===== src/rtl/score_keeper.sv =====
// Scoring stage: turns monster kill pulses into a packed-BCD running score
// and session high score, adding one BCD digit per cycle.
module score_keeper #(
  parameter int unsigned MONSTERS = 12,
  parameter int unsigned PEND_W   = 8
) (
  input  logic                clk,
  input  logic                power,
  input  logic                alive,
  input  logic [MONSTERS-1:0] score_pulse,
  input  logic                show_high,
  output logic [15:0]         score,
  output logic [15:0]         high_score,
  output logic [15:0]         display,
  output logic                busy,
  output logic                saturated
);

  localparam int unsigned CNT_W   = $clog2(MONSTERS + 1);
  localparam int unsigned EXT_W   = PEND_W + CNT_W;
  localparam int unsigned DIGIT_W = 4;
  localparam int unsigned BCD_W   = 16;
  localparam logic [PEND_W-1:0] PEND_MAX   = '1;
  localparam logic [PEND_W-1:0] CHUNK_MAX  = PEND_W'(9);

  typedef enum logic [1:0] {
    S_IDLE = 2'd0,
    S_ADD  = 2'd1,
    S_HIGH = 2'd2
  } state_t;

  state_t              r_state;
  logic [MONSTERS-1:0] r_prev_pulse;
  logic                r_prev_alive;
  logic [PEND_W-1:0]   r_pending;
  logic [DIGIT_W-1:0]  r_addend;
  logic [BCD_W-1:0]    r_work;
  logic [1:0]          r_idx;
  logic                r_carry;
  logic [BCD_W-1:0]    r_score;
  logic [BCD_W-1:0]    r_high;
  logic                r_sat;
  logic                r_busy;

  logic [MONSTERS-1:0] w_new;
  logic [CNT_W-1:0]    w_pop;
  logic [CNT_W-1:0]    w_count;
  logic                w_start;
  logic                w_new_game;
  logic [PEND_W-1:0]   w_taken;
  logic [EXT_W-1:0]    w_pend_sum;
  logic [PEND_W-1:0]   w_pend_next;
  logic [DIGIT_W-1:0]  w_digit;
  logic [4:0]          w_sum;
  logic                w_carry;
  logic [DIGIT_W-1:0]  w_digit_new;
  logic [BCD_W-1:0]    w_work_next;

  // Rising-edge kill detection and saturating pending-kill bookkeeping
  always_comb begin
    w_new      = score_pulse & ~r_prev_pulse;
    w_new_game = alive & ~r_prev_alive;
    w_pop      = '0;
    for (int i = 0; i < int'(MONSTERS); i++) begin
      w_pop = w_pop + CNT_W'(w_new[i]);
    end
    w_count     = (alive && !r_sat) ? w_pop : '0;
    w_start     = (r_state == S_IDLE) && (r_pending != '0) && !r_sat;
    w_taken     = !w_start ? '0 : ((r_pending > CHUNK_MAX) ? CHUNK_MAX : r_pending);
    w_pend_sum  = EXT_W'(r_pending) - EXT_W'(w_taken) + EXT_W'(w_count);
    w_pend_next = (w_pend_sum > EXT_W'(PEND_MAX)) ? PEND_MAX : PEND_W'(w_pend_sum);
  end

  // One BCD digit of the running add; the addend only enters at digit 0
  always_comb begin
    w_digit     = r_work[{r_idx, 2'b00} +: DIGIT_W];
    w_sum       = 5'(w_digit) + ((r_idx == 2'd0) ? 5'(r_addend) : 5'd0) + 5'(r_carry);
    w_carry     = (w_sum > 5'd9);
    w_digit_new = w_carry ? 4'(w_sum - 5'd10) : 4'(w_sum);
    w_work_next = r_work;
    w_work_next[{r_idx, 2'b00} +: DIGIT_W] = w_digit_new;
  end

  always_ff @(posedge clk) begin
    if (power) begin
      r_state      <= S_IDLE;
      r_prev_pulse <= '0;
      r_prev_alive <= 1'b0;
      r_pending    <= '0;
      r_addend     <= '0;
      r_work       <= '0;
      r_idx        <= '0;
      r_carry      <= 1'b0;
      r_score      <= '0;
      r_high       <= '0;
      r_sat        <= 1'b0;
      r_busy       <= 1'b0;
    end else begin
      r_prev_pulse <= score_pulse;
      r_prev_alive <= alive;
      if (w_new_game) begin
        // New game aborts any in-flight add so score never shows a partial value
        r_score   <= '0;
        r_sat     <= 1'b0;
        r_pending <= '0;
        r_state   <= S_IDLE;
        r_busy    <= 1'b0;
        r_carry   <= 1'b0;
        r_idx     <= '0;
      end else begin
        r_pending <= r_sat ? '0 : w_pend_next;
        case (r_state)
          S_IDLE: begin
            if (w_start) begin
              r_addend <= DIGIT_W'(w_taken);
              r_work   <= r_score;
              r_carry  <= 1'b0;
              r_idx    <= '0;
              r_state  <= S_ADD;
              r_busy   <= 1'b1;
            end
          end
          S_ADD: begin
            r_work  <= w_work_next;
            r_carry <= w_carry;
            r_idx   <= r_idx + 2'd1;
            if (r_idx == 2'd3) begin
              r_state <= S_HIGH;
              if (w_carry) begin
                r_score   <= 16'h9999;
                r_sat     <= 1'b1;
                r_pending <= '0;
              end else begin
                r_score <= w_work_next;
              end
            end
          end
          S_HIGH: begin
            if (r_score > r_high) begin
              r_high <= r_score;
            end
            r_state <= S_IDLE;
            r_busy  <= 1'b0;
          end
          default: begin
            r_state <= S_IDLE;
            r_busy  <= 1'b0;
          end
        endcase
      end
    end
  end

  assign score      = r_score;
  assign high_score = r_high;
  assign display    = show_high ? r_high : r_score;
  assign busy       = r_busy;
  assign saturated  = r_sat;

endmodule


===== config.mk =====
export PLATFORM = sky130hd
export DESIGN_NAME = score_keeper
export DESIGN_NICKNAME = d
export VERILOG_FILES = /design/src/rtl/score_keeper.sv
export SDC_FILE = /design/constraint.sdc
export NUM_CORES = 1
export LEC_CHECK = 0
export ABC_AREA = 1
export ABC_CLOCK_PERIOD_IN_PS = 7550
export CAP_MARGIN = 20
export CORE_AREA = 2 2 77 134
export CTS_CLUSTER_DIAMETER = 100
export DETAILED_ROUTE_END_ITERATION = 16
export DIE_AREA = 0 0 79 136
export PLACE_DENSITY = 0.79
export SETUP_SLACK_MARGIN = 0.02
export SLEW_MARGIN = 20
export SYNTH_ARGS = -nofsm -noshare
export SYNTH_HDL_FRONTEND = slang
export SYNTH_SLANG_ARGS = --single-unit

===== constraint.sdc =====
create_clock -name clk -period 7.55 [get_ports clk]
set_input_delay 2.265 -clock clk [delete_from_list [all_inputs] [get_ports clk]]
set_output_delay 2.265 -clock clk [all_outputs]
set_load 0.05 [all_outputs]

### After elaboration in Yosys (flattened, before gate mapping)

Cells that the tools add are included.

| word-level totals | value |
|---|---|
| flip-flop bits (word level) | 80 |
| bits of input ports | 16 |
| output and inout port bits | 50 |
| logic and storage cells | 89 |

| operators by class | value |
|---|---|
| $add $sub $neg | 18 |
| magnitude comparators | 4 |
| equal/unequal tests | 5 |
| shift operators | 3 |
| muxes and demuxes | 24 |
| bitwise logic cells | 6 |
| reductions and logical operators | 17 |

Operators by type and width:

| operator | number |
|---|---|
| $mux 8 | 7 |
| $mux 16 | 3 |
| $add 4x1->4 | 8 |
| $pmux 16 s2 | 1 |
| $bwmux 16 | 1 |
| $gt 16x16->1 | 1 |
| $shift 4x6->16 const A | 1 |
| $shiftx 16x5->4 | 1 |
| $shiftx 4x6->16 | 1 |
| $and 12x12->12 | 1 |
| $gt 12x8->1 const B | 1 |
| $mux 4 | 3 |
| $not 12->12 | 1 |
| $reduce_and 3->1 | 4 |
| $add 9x5->10 | 1 |
| $sub 8x8->9 | 1 |
| $gt 8x4->1 const B | 1 |
| $pmux 2 s2 | 2 |
| $reduce_and 2->1 | 4 |
| $reduce_bool 8->1 | 1 |
| $mux 2 | 3 |
| $neg 4->6 | 1 |
| $add 4x4->5 | 1 |
| $add 5x1->5 | 1 |
| 18 further kinds | 27 |

### Longest topological paths before layout

Gate-level depths: netlist of the first run.

| depth | value |
|---|---|
| depth after elaboration | 21 |
| gate-level depth with buffers | 25 |
| mapped depth without buffers | 25 |

### Worst setup path before layout of the first run

OpenSTA, ideal clock, no wires.

| timing | value |
|---|---|
| path type | input-to-reg |
| start point | input port score_pulse[0] |
| end point | register r_pending[0] |
| library setup time | 0.109 ns |
| arrival | 6.627 ns |
| required time | 7.441 ns |
| setup slack | 0.814 ns |
| stages | 21 |
| path buffers | 0 |
| path through | inv_1 nor2_1 fa_1 inv_1 fa_1 fa_1 fa_1 inv_1 ha_1 fa_1 nand2_1 fa_1 nor2_1 a211oi_1 or2_4 nor2_4 nand3_1 nand2_2 nand3_1 nand2_1 inv_1 |

| on the way | value |
|---|---|
| longest elaborated chain between the ends | 20 |

RTL lines:

| element | line | text |
|---|---|---|
| start, declared | 10 | `input logic [MONSTERS-1:0] score_pulse,` |
| $and 12x12->12 * | 61 | `w_new = score_pulse & ~r_prev_pulse;` |
| $add 1x1->2 * | 65 | `w_pop = w_pop + CNT_W'(w_new[i]);` |
| $add 2x1->3 * | 65 |  |
| $add 3x1->4 * | 65 |  |
| $add 4x1->4 * (8 in series) | 65 |  |
| $mux 4 * | 67 | `w_count = (alive && !r_sat) ? w_pop : '0;` |
| $add 9x5->10 * | 70 | `w_pend_sum = EXT_W'(r_pending) - EXT_W'(w_taken) + EXT_W'(w_count);` |
| $gt 12x8->1 | 71 | `w_pend_next = (w_pend_sum > EXT_W'(PEND_MAX)) ? PEND_MAX : PEND_W'(w_pend_sum);` |
| $mux 8 * | 71 |  |
| $mux 8 * | 111 | `r_pending <= r_sat ? '0 : w_pend_next;` |
| $mux 8 | 129 | `if (w_carry) begin` |
| $mux 8 | 127 | `if (r_idx == 2'd3) begin` |
| $mux 8 * | 112 | `case (r_state)` |
| end signal, assigned | 111 |  |
| end, declared | 35 | `logic [PEND_W-1:0] r_pending;` |

Every way passes the cells marked *; elsewhere a longest branch is shown, timed or not.
A chain may end at the register's enable or synchronous reset.

### Worst setup path in the final report of the first run

| timing | value |
|---|---|
| start point | input port score_pulse[0] |
| end point | register r_pending[6] |

Same word-level chain as after synthesis.

==> flow_summary.ini, run 1 <==
[clocking]
clk_pin_slew_ns = 0.07
clockBufferDepth = 2
insertion_delay_ns = 0.35
cts_buffers = 9
cts_root_buf = clkbuf_16
cts_setup_buffers = 0
cts_tree = yes
clock-sinks = 80
cts-resized-gates = 0
cts.hold.buffers_added = 0
htreeDepth = 3

[floorplan]
die-area_um2 = 10700
row_count = 48
initial_core_util = 0.549
io_pins = 66
die_w_um = 79
core_area_um2 = 9730
die_h_um = 136

[setup_path]
regToRegStartpoint = r_prev_pulse[0]
crit_family = adder cells
path_cells = clkdlybuf4s50_1 > inv_1 > nor2_1 > fa_1 > inv_1 > fa_1 > fa_1 > fa_1 > inv_1 > ha_1 > fa_1 > nand2_1 > fa_1 > nor2_1 > a211oi_1 > or2_4 > nor2_4 > nand3_1 > nand2_2 > nand3_1 > nand2_1 > inv_1
slowest_delay_ns = 0.55
path_common_cell = fa_1
crit_path_end_kind = flip-flop
path_class = in2reg
required_ns = 7.80
crit_fanout = 8
path_buf_inv = 5
crit_path_start_kind = primary input
r2r_cells = 20
crit_cells = 22
cpMaxStageDelayCell = fa_1
crit_arrival_ns = 7.27
rrSetupSlack_ns = 2.60
r2r_end = r_pending[6]

[route]
drtIter0Drc = 306
via_per_inst = 5.27
drc_errors = 0
postRouteWirelength_mm = 14.0
ant_nets = 0
drt-met1-wl_mm = 5.18
vias = 5116
highest_layer = met4
wl_met3_um = 365
detail_route.wl_per_cell_um = 14.4
route.met2.wl_mm = 8.08
dr.pass1.iters = 4

[timing]
fmax_mhz = 142
drv_slew = 0
post-route-min-period_ns = 7.02
hold_slack_ns = 0.484
worst_slack_ns = 0.531
fin_setup_tns_ns = 0
hold_viol_final = 0
slew_headroom = 0.289
tightest_slew_ns = 1.06
clock_skew_ns = 0.00908
rsz0062_at_grt = false
min_period_over_period = 0.930
finalSetupViolCount = 0

[power]
clkPwrFrac = 0.304
p_int_mw = 0.992
power-per-cell-area_nw_per_um2 = 254
netSwitchingPower_mw = 0.636
p_leak_nw = 2.90
p_sw_frac = 0.391
pwr-share-seq = 0.293
irDropWorstVdd_uv = 246
combPwrFrac = 0.403

[layout]
final_cell_mix = 169 x nand2_1, 129 x inv_1, 82 x a21oi_1
final_nets = 910
final_common_cell = nand2_1
fill_cells = 886
n_antenna_cell = 0
drive_gt1_frac = 0.0615
multiInputGateArea_um2 = 3120
syn_to_final_growth_pct = 20.0
layout.area.seq_um2 = 1600
fin_cells = 970

[hold_path]
hold_end = r_work[12]
hold_path.startpoint = r_work[12]
worstHoldPathCells = 2
hold_path_class = reg2reg

[synthesis]
netlist_area_um2 = 5340
ys_types = 41
yosysWarnings = 0
synth-main-ff-cell = dfxtp_1
async_flop_share = 0
syn_avg_cell_area_um2 = 6.81
synth_edf_count = 0
synth_area_leaders = dfxtp_1 30%, nand2_1 12%, ha_1 10%
synth_area_leader_cell = dfxtp_1
synthCells = 784
yosysSeqAreaShare = 0.300
synth_top_area_share = 0.300
synth-seq-cells = 80

[global_routing]
track_usage = 0.269
grt_max_degree = 33
antenna_found_initial = 0
grt_remaining_overflow = 0
grt_pass1_vias = 4902
grt_pass1_wl_mm = 22.5

[placement]
gp_congestion = 0.987
dpl_worst_slack_ns = 0.152
placedCellCount = 954
io_buffers = 65
dp_hpwl_mm = 11.0

[status]
status = finished clean

[flow_run]
maxCapViolations = 0
-- kinds of logic after synthesis --
logic type,Yosys count,share of synthesized area
xor+xnor,9,0.0148
buf+inv,165,0.118
other cells,1,0.000702
flops,80,0.300
compound gates,150,0.154
fa+ha+maj,54,0.142
simple gates,325,0.270
-- synth_stat cells, types with 3 or more instances --
library cell,count
clkbuf_1,14
nand4_1,11
or2_2,5
nand2_2,4
o21ai_0,41
o221ai_1,4
inv_1,129
nand2_1,169
o22ai_1,8
nand3_1,54
nor2_4,5
ha_1,43
dfxtp_1,80
nor2_1,63
a21oi_1,82
nor3_1,3
fa_1,11
o211ai_1,4
buf_2,10
inv_2,8
xnor2_1,3
xor2_1,6
-- through the flow --
step,utilization,instance area (um2),total power [mW]
2_1_floorplan,-,5350,0.982
3_3_place_gp,0.625,6080,1.11
3_5_place_dp,0.625,6080,1.14
4_1_cts,0.659,6410,1.63
5_1_grt,0.659,6410,1.73
6_report,0.659,6410,1.63
-- layout make-up --
type / instances / share of cell area
inverter: 139 / 0.0814
timing repair buffer: 68 / 0.105
clock inverter: 7 / 0.0170
multi-input combinational: 542 / 0.487
sequential: 80 / 0.250
tap: 125 / 0.0244
clock buffer: 9 / 0.0351
-- state kept, by name, summed over array words and instances, names as in the netlist --
| signal | cells |
|---|---|
| busy | 1 |
| r_addend | 4 |
| high_score | 16 |
| r_prev_alive | 1 |
| r_carry | 1 |
| r_work | 16 |
| saturated | 1 |
| r_state | 2 |
| score | 16 |
| r_idx | 2 |
| r_prev_pulse | 12 |
| r_pending | 8 |
-- power by group through the flow --
stage,sequential [mW],combinational (mW),clock (mW)
floorplan,0.479,0.503,0
global placement,0.486,0.625,0
detailed placement,0.486,0.650,0
CTS,0.477,0.656,0.500
global route,0.480,0.738,0.515
finish,0.478,0.656,0.495
-- worst register-to-register path, delay by kind of cell, from the launching register on --
family | cells | cell delay [ns]
buf+inv | 3 | 0.13
flops | 1 | 0.33
fa+ha+maj | 7 | 3.27
simple gates | 9 | 1.05
compound gates | 1 | 0.06
-- worst max-delay path by stage --
stage | startpoint | slack, ns | end
floorplan | score_pulse[0] | 0.81 | r_pending[0]
detailed placement | score_pulse[0] | 0.15 | r_pending[6]
global placement | score_pulse[0] | 0.25 | r_pending[4]
CTS | score_pulse[0] | 0.51 | r_pending[6]
global route | score_pulse[0] | 0.22 | r_pending[1]
finish | score_pulse[0] | 0.53 | r_pending[6]
-- per-layer routing --
layer | up-vias | track usage
li1 | 2624 | -
met1 | 2370 | 0.260
met2 | 101 | 0.536
met3 | 21 | 0.0405
met4 | 0 | 0.125
met5 | - | 0
No activity file was read; power rests on OpenSTA's default activity.
==> inputs of run 2 (changes only) <==
Settings changed: CAP_MARGIN 20 to 10, SKIP_LAST_GASP set to 1.
==> results of run 2 <==
No change in the layout: final DEF, timing and power equal those of run 1.
